--- src/rtl/alu_arbiter.sv ---
// Round-robin sequencer sharing one combinational ALU between two requesters.
// Accept -> one EXEC cycle driving the ALU -> response held until consumed by its owner.
module alu_arbiter #(
  parameter int unsigned WIDTH = 4,
  parameter int unsigned CNT_W = 8
) (
  input  logic             clk,
  input  logic             rst_n,
  input  logic             req0_valid,
  output logic             req0_ready,
  input  logic [WIDTH-1:0] req0_a,
  input  logic [WIDTH-1:0] req0_b,
  input  logic [2:0]       req0_op,
  input  logic             req1_valid,
  output logic             req1_ready,
  input  logic [WIDTH-1:0] req1_a,
  input  logic [WIDTH-1:0] req1_b,
  input  logic [2:0]       req1_op,
  output logic [WIDTH-1:0] alu_a,
  output logic [WIDTH-1:0] alu_b,
  output logic [2:0]       alu_ctrl,
  input  logic [WIDTH-1:0] alu_res,
  input  logic             alu_car,
  input  logic             alu_of,
  output logic             rsp0_valid,
  output logic             rsp1_valid,
  input  logic             rsp0_ready,
  input  logic             rsp1_ready,
  output logic [WIDTH-1:0] rsp_res,
  output logic             rsp_car,
  output logic             rsp_of,
  output logic             rsp_id,
  output logic [CNT_W-1:0] op_count
);

  typedef enum logic [1:0] {IDLE, EXEC, RESP} state_e;

  state_e           state_q, state_d;
  logic             prio_q, prio_d;
  logic             owner_q, owner_d;
  logic [WIDTH-1:0] alu_a_q, alu_a_d;
  logic [WIDTH-1:0] alu_b_q, alu_b_d;
  logic [2:0]       alu_ctrl_q, alu_ctrl_d;
  logic             rsp0_valid_q, rsp0_valid_d;
  logic             rsp1_valid_q, rsp1_valid_d;
  logic [WIDTH-1:0] rsp_res_q, rsp_res_d;
  logic             rsp_car_q, rsp_car_d;
  logic             rsp_of_q, rsp_of_d;
  logic             rsp_id_q, rsp_id_d;
  logic [CNT_W-1:0] op_count_q, op_count_d;
  logic             grant_c;
  logic             accept_c;
  logic             own_rsp_ready_c;

  always_ff @(posedge clk or negedge rst_n) begin
    if (!rst_n) begin
      state_q      <= IDLE;
      prio_q       <= 1'b0;
      owner_q      <= 1'b0;
      alu_a_q      <= '0;
      alu_b_q      <= '0;
      alu_ctrl_q   <= '0;
      rsp0_valid_q <= 1'b0;
      rsp1_valid_q <= 1'b0;
      rsp_res_q    <= '0;
      rsp_car_q    <= 1'b0;
      rsp_of_q     <= 1'b0;
      rsp_id_q     <= 1'b0;
      op_count_q   <= '0;
    end else begin
      state_q      <= state_d;
      prio_q       <= prio_d;
      owner_q      <= owner_d;
      alu_a_q      <= alu_a_d;
      alu_b_q      <= alu_b_d;
      alu_ctrl_q   <= alu_ctrl_d;
      rsp0_valid_q <= rsp0_valid_d;
      rsp1_valid_q <= rsp1_valid_d;
      rsp_res_q    <= rsp_res_d;
      rsp_car_q    <= rsp_car_d;
      rsp_of_q     <= rsp_of_d;
      rsp_id_q     <= rsp_id_d;
      op_count_q   <= op_count_d;
    end
  end

  always_comb begin
    state_d      = state_q;
    prio_d       = prio_q;
    owner_d      = owner_q;
    alu_a_d      = alu_a_q;
    alu_b_d      = alu_b_q;
    alu_ctrl_d   = alu_ctrl_q;
    rsp0_valid_d = rsp0_valid_q;
    rsp1_valid_d = rsp1_valid_q;
    rsp_res_d    = rsp_res_q;
    rsp_car_d    = rsp_car_q;
    rsp_of_d     = rsp_of_q;
    rsp_id_d     = rsp_id_q;
    op_count_d   = op_count_q;

    // Lone requester wins outright; contention goes to prio.
    grant_c = prio_q;
    if (req0_valid && !req1_valid) grant_c = 1'b0;
    else if (req1_valid && !req0_valid) grant_c = 1'b1;

    req0_ready      = (state_q == IDLE) && !grant_c;
    req1_ready      = (state_q == IDLE) && grant_c;
    accept_c        = (req0_ready && req0_valid) || (req1_ready && req1_valid);
    own_rsp_ready_c = owner_q ? rsp1_ready : rsp0_ready;

    case (state_q)
      IDLE: begin
        if (accept_c) begin
          alu_a_d    = grant_c ? req1_a  : req0_a;
          alu_b_d    = grant_c ? req1_b  : req0_b;
          alu_ctrl_d = grant_c ? req1_op : req0_op;
          owner_d    = grant_c;
          prio_d     = !grant_c;
          state_d    = EXEC;
        end
      end
      EXEC: begin
        rsp_res_d = alu_res;
        rsp_car_d = alu_car;
        rsp_of_d  = alu_of;
        rsp_id_d  = owner_q;
        if (owner_q) rsp1_valid_d = 1'b1;
        else         rsp0_valid_d = 1'b1;
        if (op_count_q != {CNT_W{1'b1}}) op_count_d = op_count_q + CNT_W'(1);
        state_d = RESP;
      end
      RESP: begin
        if (own_rsp_ready_c) begin
          rsp0_valid_d = 1'b0;
          rsp1_valid_d = 1'b0;
          state_d      = IDLE;
        end
      end
      default: state_d = IDLE;
    endcase
  end

  assign alu_a      = alu_a_q;
  assign alu_b      = alu_b_q;
  assign alu_ctrl   = alu_ctrl_q;
  assign rsp0_valid = rsp0_valid_q;
  assign rsp1_valid = rsp1_valid_q;
  assign rsp_res    = rsp_res_q;
  assign rsp_car    = rsp_car_q;
  assign rsp_of     = rsp_of_q;
  assign rsp_id     = rsp_id_q;
  assign op_count   = op_count_q;

endmodule
--- config.mk ---
export PLATFORM = sky130hd
export DESIGN_NAME = alu_arbiter
export DESIGN_NICKNAME = d
export VERILOG_FILES = /design/src/rtl/alu_arbiter.sv
export SDC_FILE = /design/constraint.sdc
export NUM_CORES = 1
export LEC_CHECK = 0
export CAP_MARGIN = 25
export CORE_MARGIN = 4
export CORE_UTILIZATION = 30
export DETAILED_ROUTE_END_ITERATION = 10
export SYNTH_ARGS = -nofsm -noshare
export SYNTH_HDL_FRONTEND = slang
export SYNTH_SLANG_ARGS = --single-unit
--- constraint.sdc ---
create_clock -name clk -period 1.73 [get_ports clk]
set_input_delay 0.519 -clock clk [delete_from_list [all_inputs] [get_ports clk]]
set_output_delay 0.519 -clock clk [all_outputs]
set_load 0.01 [all_outputs]
# [Word-level counts from Yosys, hierarchy flattened]
# Index checks and enable logic that the tools add are counted.
[word_totals] output_inout_bits=30 inputBits=34 word_cells=52 register_bits=32
[op_classes] reduce_logical=17 mux=14 n_addsub=1 eq_ne=7
[op_table] op="8-bit by 1-bit adder with 8-bit output, second input constant" count=1
[op_table] op="4-bit 2-to-1 mux" count=2
[op_table] op="2-bit != test, second input constant" count=4
[op_table] op="8-bit != test, second input constant" count=1
[op_table] op="1-bit logical AND" count=6
[op_table] op="1-bit 2-to-1 mux" count=6
[op_table] op="2-bit case mux with 3 select lines" count=1
[op_table] op="2-bit AND reduction" count=3
[op_table] op="3-bit AND reduction" count=2
[op_table] op="2-bit 2-to-1 mux" count=2
[op_table] op="1-bit case mux with 2 select lines" count=2
[op_table] op="1-bit zero test" count=3
[op_table] op="3-bit 2-to-1 mux" count=1
[op_table] op="2-bit by 1-bit == test with 1-bit output, second input constant" count=1
[op_table] op="2-bit == test, second input constant" count=1
[op_table] op="2-bit zero test" count=1
[op_table] op="2-bit nonzero test" count=1
[op_table] op="1-bit logical OR" count=1

# [Depth between registers and ports, before layout]
# Gate-level depths: netlist of run 1.
[logic_depth] word_depth=10 depth_mapped=5 depth_no_buf=5

# [Least setup slack after synthesis of run 1]
# OpenSTA, ideal clock, no wires.
[synth_timing] kind="input to output" from="input port req0_valid" to="output port req1_ready" path_stages=3 slack_ns=0.258 arrival_ns=0.953 n_path_buf=0 t_required_ns=1.211 path_cell_list="inv_1 -> o21ai_2 -> a21boi_0"
[synth_via] elab_chain_len=5 word_cells_on_any_way=6 cone_classes="2 x mux; 4 x reduce/logical"
[synth_rtl] element="from (decl)" line_no="9" rtl="input logic req0_valid,"
[synth_rtl] element="1-bit zero test" line_no="105" rtl="else if (req1_valid && !req0_valid) grant_c = 1'b1;"
[synth_rtl] element="1-bit logical AND" line_no="105"
[synth_rtl] element="1-bit 2-to-1 mux" line_no="105"
[synth_rtl] element="1-bit 2-to-1 mux *" line_no="104" rtl="if (req0_valid && !req1_valid) grant_c = 1'b0;"
[synth_rtl] element="1-bit logical AND *" line_no="108" rtl="req1_ready = (state_q == IDLE) && grant_c;"
[synth_rtl] element="to (decl)" line_no="15" rtl="output logic req1_ready,"
# Every way passes the cells marked *; elsewhere a longest branch is shown, timed or not.

# [Worst setup path after layout of run 1]
[layout_timing] from="input port req1_valid" to="output port req0_ready"
[layout_via] elab_chain_len=5 word_cells_on_any_way=7 cone_classes="2 x mux; 5 x reduce/logical"
[layout_rtl] element="from (decl)" line_no="14" rtl="input logic req1_valid,"
[layout_rtl] element="1-bit logical AND or 1-bit zero test (tied branches)" line_no="105, 104"
[layout_rtl] element="1-bit 2-to-1 mux or 1-bit logical AND (tied branches)" line_no="105, 104"
[layout_rtl] element="1-bit 2-to-1 mux *" line_no="104"
[layout_rtl] element="1-bit zero test *" line_no="107" rtl="req0_ready = (state_q == IDLE) && !grant_c;"
[layout_rtl] element="1-bit logical AND *" line_no="107"
[layout_rtl] element="to (decl)" line_no="10" rtl="output logic req0_ready,"
# Marked as above.

==> results of run 1 <==
[power by group through the flow]
stage                     sequential [W]  clock (W)  combinational [W]
after floorplan                  0.00150          0           0.000836
after global placement           0.00137          0            0.00197
after detailed placement         0.00138          0            0.00202
after CTS                        0.00136   0.000722            0.00204
after global routing             0.00142   0.000754            0.00217
final                            0.00136   0.000700            0.00200
[cells by family (layout without fill, tap and decap cells)]
family / after synthesis / count (layout) / synth area share, %
DFF: 32 / 32 / 55.27
AOI/OAI and AO/OA: 29 / 29 / 15.89
muxes: 10 / 10 / 7.945
xor gates and xnor gates: 4 / 4 / 2.418
and+or+nand+nor: 33 / 33 / 14.16
buffers and inverters: 7 / 90 / 3.454
adders and majority gates: 1 / 1 / 0.8634
[timing repair]
action | in CTS | in global routing
gates resized for setup | 22 | 13
endpoints found under the setup margin | 12 | 11
setup buffers | 5 | 0
pin swaps | 3 | 3
hold buffers | 0 | 0
[cells in the mapped netlist (4+ instances only)]
library cell	number	area, µm²
o21ai_0	4	20.02
and2_0	8	50.05
a221o_1	11	110.1
dfrtp_1	32	800.8
mux2_2	7	78.83
nand2_1	5	18.77
a21oi_1	6	30.03
[layer usage]
layer / GRT usage, % / part of all wire (%)
met1: 14.82 / 42
met5: 0 / 0
met3: 5.800 / 7.6
met2: 23.32 / 50
met4: 2.669 / 0.84
[registers in the layout, indices dropped and copies added, names as in the netlist]
signal	cells
rsp_car	1
rsp_id	1
prio_q	1
rsp0_valid	1
rsp1_valid	1
owner_q	1
alu_ctrl	3
state_q	2
op_count	8
rsp_res	4
alu_a	4
rsp_of	1
alu_b	4
[final timing paths]
path,from,to,depth (start not counted)
worst max-delay path,req1_valid,req0_ready,4
worst min-delay path,rsp_of$_DFFE_PN0P_,rsp_of$_DFFE_PN0P_,1
worst max register to register,state_q[1]$_DFFE_PN0P_,op_count[7]$_DFFE_PN0P_,5
worst min register to register,rsp_of$_DFFE_PN0P_,rsp_of$_DFFE_PN0P_,1
max in group asynchronous,rst_n,op_count[0]$_DFFE_PN0P_,2
min in group asynchronous,rst_n,op_count[1]$_DFFE_PN0P_,2
[metrics by stage]
step	TNS [ns]	hold WS [ns]	power, W	utilization [%]
detailed placement	-4.163	0.4955	0.003408	47.76
finish	0	0.5062	0.004055	51.23
floorplan	0	0.2234	0.002339	-
CTS	0	0.5108	0.004126	50.61
global placement	-3.612	0.4887	0.003343	47.76
global route	-0.03425	0.5326	0.004344	51.23
[layout make-up]
class,count,area [µm²],area share (%)
repair buffers,79,799.5,33.26
inverters,3,11.26,0.4685
clock buffers,6,72.57,3.019
clock inverters,2,35.03,1.458
flip-flops and latches,32,803.3,33.42
multi-input cells,77,614.3,25.56
well taps,54,67.56,2.811
==> results.md, run 1 <==
- Vias after detailed routing: 1235
- Top library cells by usage in the layout, fill and taps aside: clkdlybuf4s50_1, dfrtp_1, buf_4
- Count of maximum capacitance violations: 0
- Placed Instance Area: 2241 µm²
- Master cell of the clock root buffer: clkbuf_8
- Final Cycle Share: 98.33%
- Synth cell types: 33
- Bufs on Longest Clock Path: 2
- Filler cell count: 424
- Worst-Skew Late Latency: 0.28 ns
- Critical path startpoint category: input pin
- Detailed-route wire length per cell: 14.65 µm
- Switching power: 0.001336 W
- Share of async-settable or async-resettable flops after synthesis: 100.0%
- Number of top-level pins: 64
- Die extent in y: 77.50 µm
- Fin crit period: 1.701 ns
- Cells along the critical path: dlygate4sd2_1, o21ai_4, and3_1, buf_2
- Number of antenna violations at the first check in global routing: 0
- Global-route wire length before repair: 6.396 mm
- Final count of hold timing violations: 0
- Final max-slew violation count: 0
- Most instantiated flip-flop cell in the synthesis netlist: dfrtp_1
- Critical Path Slowest Stage Cell: dlygate4sd2_1
- Post-route DRC: 0
- Clock tree from TritonCTS: yes
- Count of state elements after synthesis: 32
- Placer's final routability congestion estimate: 0.7519
- Headroom to the max-slew limit: 76.44%
- Unrepaired setup endpoints after global routing: yes
- Number of diodes added for antenna fixing: 0
- Design internal power: 0.002719 W
- Most common cell after layout, fill and taps aside: clkdlybuf4s50_1
- Worst slew pin tran: 0.3506 ns
- Warning count from the yosys run: 0
- Placed cell count: 240
- Seq/Total Area, Yosys: 55.27%
- Final standard cell count with taps included and fillers excluded: 253
- DPL Wire Length: 2.712 mm
- Number of enable-type register cells in the synthesized netlist: 0
- Layout Nets: 233
- Clock buffers created by TritonCTS: 5
- Die area: 6005 µm²
- Maximum cell stage delay along the critical path: 0.26 ns
- Drt first pass iters: 4
- Largest clock skew in the final design: 0.006996 ns
- Buffers and inverters on the worst path: 2
- Vias in the first global route: 1384
- Critical path endpoint category: output port
- Worst setup path category: in2out
- Clock transition at the registers of the reported paths: 0.06 ns
- Share of power burned in registers: 33.5%
- Synth-to-layout area growth: 65.89%
- Logic gate share of total power: 49.2%
- Standard-cell row count: 25
- Pre-CTS setup slack: -0.7057 ns
- Final WS setup: 0.02886 ns
- Cell area after synthesis: 1449 µm²
- H-tree levels: 2
- Sum of routed wire length over all layers: 3.706 mm
- FMAX: 587.8 MHz
- Peak VDD IR: 552.6 µV
- Signal arrival time at the worst endpoint: 1.18 ns
- Kind of cell adding the most delay to the critical path: buffers and inverters
- Switching power share of the total: 32.95%
- Average vias per placed instance: 4.881
- Type of the worst min-delay path: reg2reg
- Design area: 2404 µm²
- Worst R2R Setup Slack: 0.18 ns
- Maximum number of pins on one net before global-route repair: 33
- Total global routing overflow: 0
- Port Buffers: 63
- Syn Nets: 151
- CP required: 1.21 ns
- Core area: 4692 µm²
- Mean area per synthesized cell: 12.49 µm²
- Number of instances in the synthesized netlist: 116
- Largest fanout on the critical path: 3
- Initial drt markers: 37
- Die width: 77.50 µm
- # setup viols final: 0
- Clock power share: 17.3%
- Initial standard-cell utilization of the core: 30.88%
- Clock tree sinks: 32
- Result of the run: finished clean
- Antenna viol nets, final: 0
- Static leakage power: 1.164 nW
- Ratio of cells with drive above 1 in the final layout: 22.61%
- Global-route usage over all layers: 13.24%
- PwrDens: 1687 nW/µm²
No activity file was read; power rests on OpenSTA's default activity.
==> run 2: changes to the inputs <==
- CELL_PAD_IN_SITES_DETAIL_PLACEMENT: not set -> 1
- CELL_PAD_IN_SITES_GLOBAL_PLACEMENT: not set -> 1
- CTS_CLUSTER_SIZE: not set -> 16
- HOLD_SLACK_MARGIN: not set -> 0.08
- PLACE_DENSITY_LB_ADDON: not set -> 0.1
==> run 2 against run 1 <==
Clock skew is 0.0016 ns lower. Setup slack gained 0.0099 ns. Cell area grew 0.57%. Hold slack lost 0.0014 ns. Fmax increased by 0.58%. Sequential power barely moved. Utilization grew 0.29 points. Combinational power rose by 2%. Count of clock-buffer cells in the layout rose by 2. First-iteration DRC count grew 11%. Critical path type is now reg2out. Critical endpoint is now alu_a[3]. Highest routed layer unchanged.
==> results.md, run 2 (synthesis gave the netlist of run 1 again) <==
- Filler cell count: 499
- Hold buffer count at cts: 0
- Largest clock skew in the final design: 0.005355 ns
- Unrepaired setup endpoints after global routing: yes
- Max reg flops: 8
- Port Buffers: 63
- Number of top-level pins: 64
- Peak VDD IR: 639.8 µV
- Cells along the critical path: clkdlybuf4s50_1
- Buffers and inverters on the worst path: 1
- Met1 track demand over resource: 17.41%
- Bufs on Longest Clock Path: 2
- Busiest layer in global routing: met2
- PwrDens: 1642 nW/µm²
- Initial drt markers: 41
- Count of maximum capacitance violations: 0
- Clock tree sinks: 32
- Power after layout: 0.003970 W
- Total global routing overflow: 0
- Global-route usage over all layers: 15.69%
- Number of antenna violations at the first check in global routing: 0
- Most common cell after layout, fill and taps aside: clkdlybuf4s50_1
- Worst hold slack: 0.5048 ns
- Final count of hold timing violations: 0
- Critical path endpoint category: output port
- Drt first pass iters: 4
- Type of the worst min-delay path: reg2reg
- Static leakage power: 1.266 nW
- Maximum number of pins on one net before global-route repair: 33
- Layout Nets: 235
- Ratio of cells with drive above 1 in the final layout: 22.89%
- Standard-cell row count: 25
- Kind of cell adding the most delay to the critical path: buffers and inverters
- Maximum cell stage delay along the critical path: 0.54 ns
- Number of diodes added for antenna fixing: 0
- Worst slew pin tran: 0.3370 ns
- Die extent in y: 77.50 µm
- Final max-slew violation count: 0
- Met3 Usage GRT: 5.452%
- Fin crit period: 1.691 ns
- Worst setup path category: reg2out
- Clock buffers created by TritonCTS: 5
- Vias after detailed routing: 1237
- Headroom to the max-slew limit: 77.36%
- H-tree levels: 2
- Critical Path Slowest Stage Cell: clkdlybuf4s50_1
- Placer's final routability congestion estimate: 0.7656
- CP required: 1.21 ns
- Die width: 77.50 µm
- Master cell of the clock root buffer: clkbuf_8
- FMAX: 591.3 MHz
- Clock transition at the registers of the reported paths: 0.06 ns
- Top library cells by usage in the layout, fill and taps aside: clkdlybuf4s50_1, dfrtp_1, dlymetal6s2s_1
- Vias in the first global route: 1495
- Die area: 6005 µm²
- Clock tree from TritonCTS: yes
- Detailed-route wire length per cell: 16.39 µm
- Final Cycle Share: 97.76%
- Sum of routed wire length over all layers: 4.179 mm
- Initial standard-cell utilization of the core: 30.88%
- Largest fanout on the critical path: 2
- Core area: 4692 µm²
- Synth-to-layout area growth: 66.84%
- Antenna viol nets, final: 0
- DPL Wire Length: 3.108 mm
- # setup viols final: 0
- Global-route wire length before repair: 7.334 mm
- Total negative slack for setup checks: 0 ns
- Worst-Skew Late Latency: 0.29 ns
- Global Route met2 Usage: 26.94%
- Result of the run: finished clean
- Average vias per placed instance: 4.851
- Critical path startpoint category: flop
- Post-route DRC: 0
- Signal arrival time at the worst endpoint: 1.17 ns
## run 2: cell types whose count changed in the layout (fill, tap and decap cells not counted)
cell and delta:
dlymetal6s2s_1 +10, buf_4 +2, o21ai_4 -1, clkdlybuf4s50_1 -11, o21ai_2 +1, bufinv_16 -1
clkinv_2 -1, clkbuf_1 +1, clkbuf_2 -1, buf_2 +1, clkbuf_8 +1, dlygate4sd2_1 +1
## run 2: path summary, 6_finish.rpt
kind                                         from                 endpoint  slack (ns)  depth (start not counted)
min                        rsp_res[1]$_DFFE_PN0P_   rsp_res[1]$_DFFE_PN0P_        0.50                          1
min in group asynchronous                   rst_n  op_count[2]$_DFFE_PN0P_        0.59                          2
max                          alu_a[3]$_DFFE_PN0P_                 alu_a[3]        0.04                          1
max reg2reg                state_q[1]$_DFFE_PN0P_  op_count[1]$_DFFE_PN0P_        0.18                          5
max in group asynchronous                   rst_n  op_count[3]$_DFFE_PN0P_        0.95                          2
min reg2reg                rsp_res[1]$_DFFE_PN0P_   rsp_res[1]$_DFFE_PN0P_        0.50                          1
## run 2: final cells by class
| type | count | area (µm²) | area share, % |
|---|---|---|---|
| clock buffers | 8 | 90.09 | 3.727 |
| inverters | 3 | 11.26 | 0.4658 |
| multi-input cells | 77 | 606.8 | 25.10 |
| flip-flops and latches | 32 | 803.3 | 33.23 |
| well taps | 54 | 67.56 | 2.795 |
| repair buffers | 81 | 838.3 | 34.68 |
## run 2: repair_timing
item                       4_1_cts  5_1_grt
setup endpoints to repair       13       21
cloned                           0        0
resized for setup               26       19
setup buffers                    5        1
pin swaps                        3        3
## run 2: per-layer routing
| metal | vias to the layer above | wire, µm |
|---|---|---|
| li1 | 587 | - |
| met5 | - | 0 |
| met4 | 0 | 68 |
| met2 | 39 | 2246 |
| met1 | 604 | 1583 |
| met3 | 7 | 280 |
## run 2: power by group
group	internal (W)	total (W)	switching, W	leakage (nW)
registers	0.00110	0.00133	0.000229	0.387
logic	0.00118	0.00204	0.000858	0.834
clock network	0.000324	0.000601	0.000276	0.0455
total	0.00261	0.00397	0.00136	1.27
## run 2: through the flow
step                worst slack, ns  std cells  instance area [µm²]  util (%)
global placement            -0.6795        241                 2248     47.92
CTS                       0.0003763        254                 2362     50.35
detailed placement          -0.7494        241                 2248     47.92
global route               -0.05207        255                 2417     51.52
finish                      0.03872        255                 2417     51.52
floorplan                    0.2577        116                 1449         -
==> run 3: changes to the inputs <==
- RECOVER_POWER: not set -> 25
==> run 3 against run 2 <==
Non-clock buffer count stayed put. Power fell by 0.13%. Die area is the same. Critical path type unchanged. Clock power hardly changed. Sequential share of layout area grew 0.21 points. First-iteration DRC count down 22%. Cell count stayed put. Largest power group unchanged. Clock skew is essentially flat. Setup slack is essentially flat.
==> results.md, run 3 (synthesis gave the netlist of run 1 again) <==
- Detailed-route wire length per cell: 16.39 µm
- Critical Path Slowest Stage Cell: clkdlybuf4s50_1
- Vias in the first global route: 1495
- Die area: 6005 µm²
- Global-route usage over all layers: 15.69%
- Unrepaired setup endpoints after global routing: yes
- Post-route DRC: 0
- Average vias per placed instance: 4.839
- Placed cell count: 241
- Fin crit period: 1.692 ns
- Global-route wire length before repair: 7.334 mm
- Static leakage power: 1.262 nW
- PwrDens: 1650 nW/µm²
- Hold Startpoint: rsp_res[1]$_DFFE_PN0P_
- Largest fanout on the critical path: 2
- Standard-cell row count: 25
- Final WS setup: 0.03844 ns
- Kind of cell adding the most delay to the critical path: buffers and inverters
- Number of antenna violations at the first check in global routing: 0
- Hold buffer count at cts: 0
- Initial standard-cell utilization of the core: 30.88%
- Pre-CTS setup slack: -0.7494 ns
- Worst-Skew Late Latency: 0.29 ns
- Initial drt markers: 32
- Result of the run: finished clean
- Final standard cell count with taps included and fillers excluded: 255
- Bufs on Longest Clock Path: 2
- Buffers and inverters on the worst path: 1
- Clock tree from TritonCTS: yes
- Worst reg2reg path startpoint: state_q[1]$_DFFE_PN0P_
- Maximum number of pins on one net before global-route repair: 33
- Synth-to-layout area growth: 65.80%
- Most common cell after layout, fill and taps aside: clkdlybuf4s50_1
- Worst slew pin tran: 0.8391 ns
- Antenna viol nets, final: 0
- Switching power: 0.001363 W
- Logic gate share of total power: 51.2%
- Critical path startpoint category: flop
- Final Cycle Share: 97.78%
- Placed Instance Area: 2248 µm²
- DPL Wire Length: 3.108 mm
- Die extent in y: 77.50 µm
- FMAX: 591.2 MHz
- Cells along the critical path: clkdlybuf4s50_1
- Total global routing overflow: 0
- Final max-slew violation count: 0
- CP required: 1.21 ns
- Filler cell count: 501
- Layout Nets: 235
- Power after layout: 0.003965 W
- H-tree levels: 2
- First element of the critical path: alu_a[3]$_DFFE_PN0P_
- Headroom to the max-slew limit: 44.06%
- Ratio of cells with drive above 1 in the final layout: 22.89%
- Design area: 2402 µm²
- Clock power share: 15.2%
- Design internal power: 0.002602 W
- Port Buffers: 63
- Worst setup path category: reg2out
- Placer's final routability congestion estimate: 0.7656
- Clock tree sinks: 32
- Vias after detailed routing: 1234
- Signal arrival time at the worst endpoint: 1.17 ns
- Final count of hold timing violations: 0
- Count of maximum capacitance violations: 0
- Clock transition at the registers of the reported paths: 0.06 ns
- Top library cells by usage in the layout, fill and taps aside: clkdlybuf4s50_1, dfrtp_1, dlymetal6s2s_1
- Share of power burned in registers: 33.6%
- Max reg flops: 8
- Peak VDD IR: 639.6 µV
- Type of the worst min-delay path: reg2reg
- Largest clock skew in the final design: 0.004878 ns
- Master cell of the clock root buffer: clkbuf_8
- Critical path endpoint category: output port
- # setup viols final: 0
- Switching power share of the total: 34.38%
- Core area: 4692 µm²
- Clock buffers created by TritonCTS: 5
- Drt first pass iters: 4
- Sum of routed wire length over all layers: 4.180 mm
- Number of top-level pins: 64
- Total negative slack for setup checks: 0 ns
- Die width: 77.50 µm
- Maximum cell stage delay along the critical path: 0.54 ns
- Number of diodes added for antenna fixing: 0
[run 3: cell count changes in the layout (fill, tap and decap cells not counted), sizes merged]
cell | before | now
buf | 21 | 20
clkbuf | 8 | 9
clkdlybuf4s50 | 33 | 32
dlygate4sd3 | 0 | 1
[run 3: power groups by stage]
stage / registers [W] / clock network [W] / logic (W)
4_1_cts: 0.00135 / 0.000622 / 0.00212
3_3_place_gp: 0.00135 / 0 / 0.00203
2_1_floorplan: 0.00150 / 0 / 0.000836
6_report: 0.00133 / 0.000601 / 0.00203
3_5_place_dp: 0.00137 / 0 / 0.00210
5_1_grt: 0.00140 / 0.000671 / 0.00224
[run 3: metal layers]
metal  vias up  track usage (%)  share of wire [%]
met3         7            5.452                6.7
met1       601            17.41                 38
met2        39            26.94                 54
met5         -                0                  0
met4         0            7.117                1.6
li1        587                -                  -
[run 3: layout make-up]
type | instances | area (µm²) | share of cell area [%]
flip-flops and latches | 32 | 803.3 | 33.44
well taps | 54 | 67.56 | 2.813
inverters | 3 | 11.26 | 0.4688
clock buffers | 8 | 90.09 | 3.750
multi-input cells | 77 | 606.8 | 25.26
repair buffers | 81 | 823.3 | 34.27
[run 3: worst reg2reg max path, delay by kind of cell (launching register included)]
| family | cells | cell delay (ns) |
|---|---|---|
| flops | 1 | 0.40 |
| buf+inv | 2 | 0.36 |
| mux | 1 | 0.30 |
| simple gates | 1 | 0.29 |
| compound gates | 1 | 0.09 |
[run 3: through the flow]
step                      hold WS, ns  utilization (%)
after global routing           0.5299            51.20
after global placement         0.4894            47.92
final                          0.5049            51.20
after floorplan                0.2234                -
after CTS                      0.5147            50.35
after detailed placement       0.4948            47.92
[run 3: worst paths after layout]
path                                            to  slack [ns]  cells past startpoint
setup reg to reg           op_count[1]$_DFFE_PN0P_        0.18                      5
min in group asynchronous  op_count[0]$_DFFE_PN0P_        0.86                      2
hold / removal              rsp_res[1]$_DFFE_PN0P_        0.50                      1
setup / recovery                          alu_a[3]        0.04                      1
hold reg to reg             rsp_res[1]$_DFFE_PN0P_        0.50                      1
max in group asynchronous  op_count[1]$_DFFE_PN0P_        0.30                      2
[run 3: repair_timing]
item / 4_1_cts / 5_1_grt
pin swaps: 3 / 3
resized for setup: 26 / 19
endpoints found under the setup margin: 13 / 21
setup buffers: 5 / 1
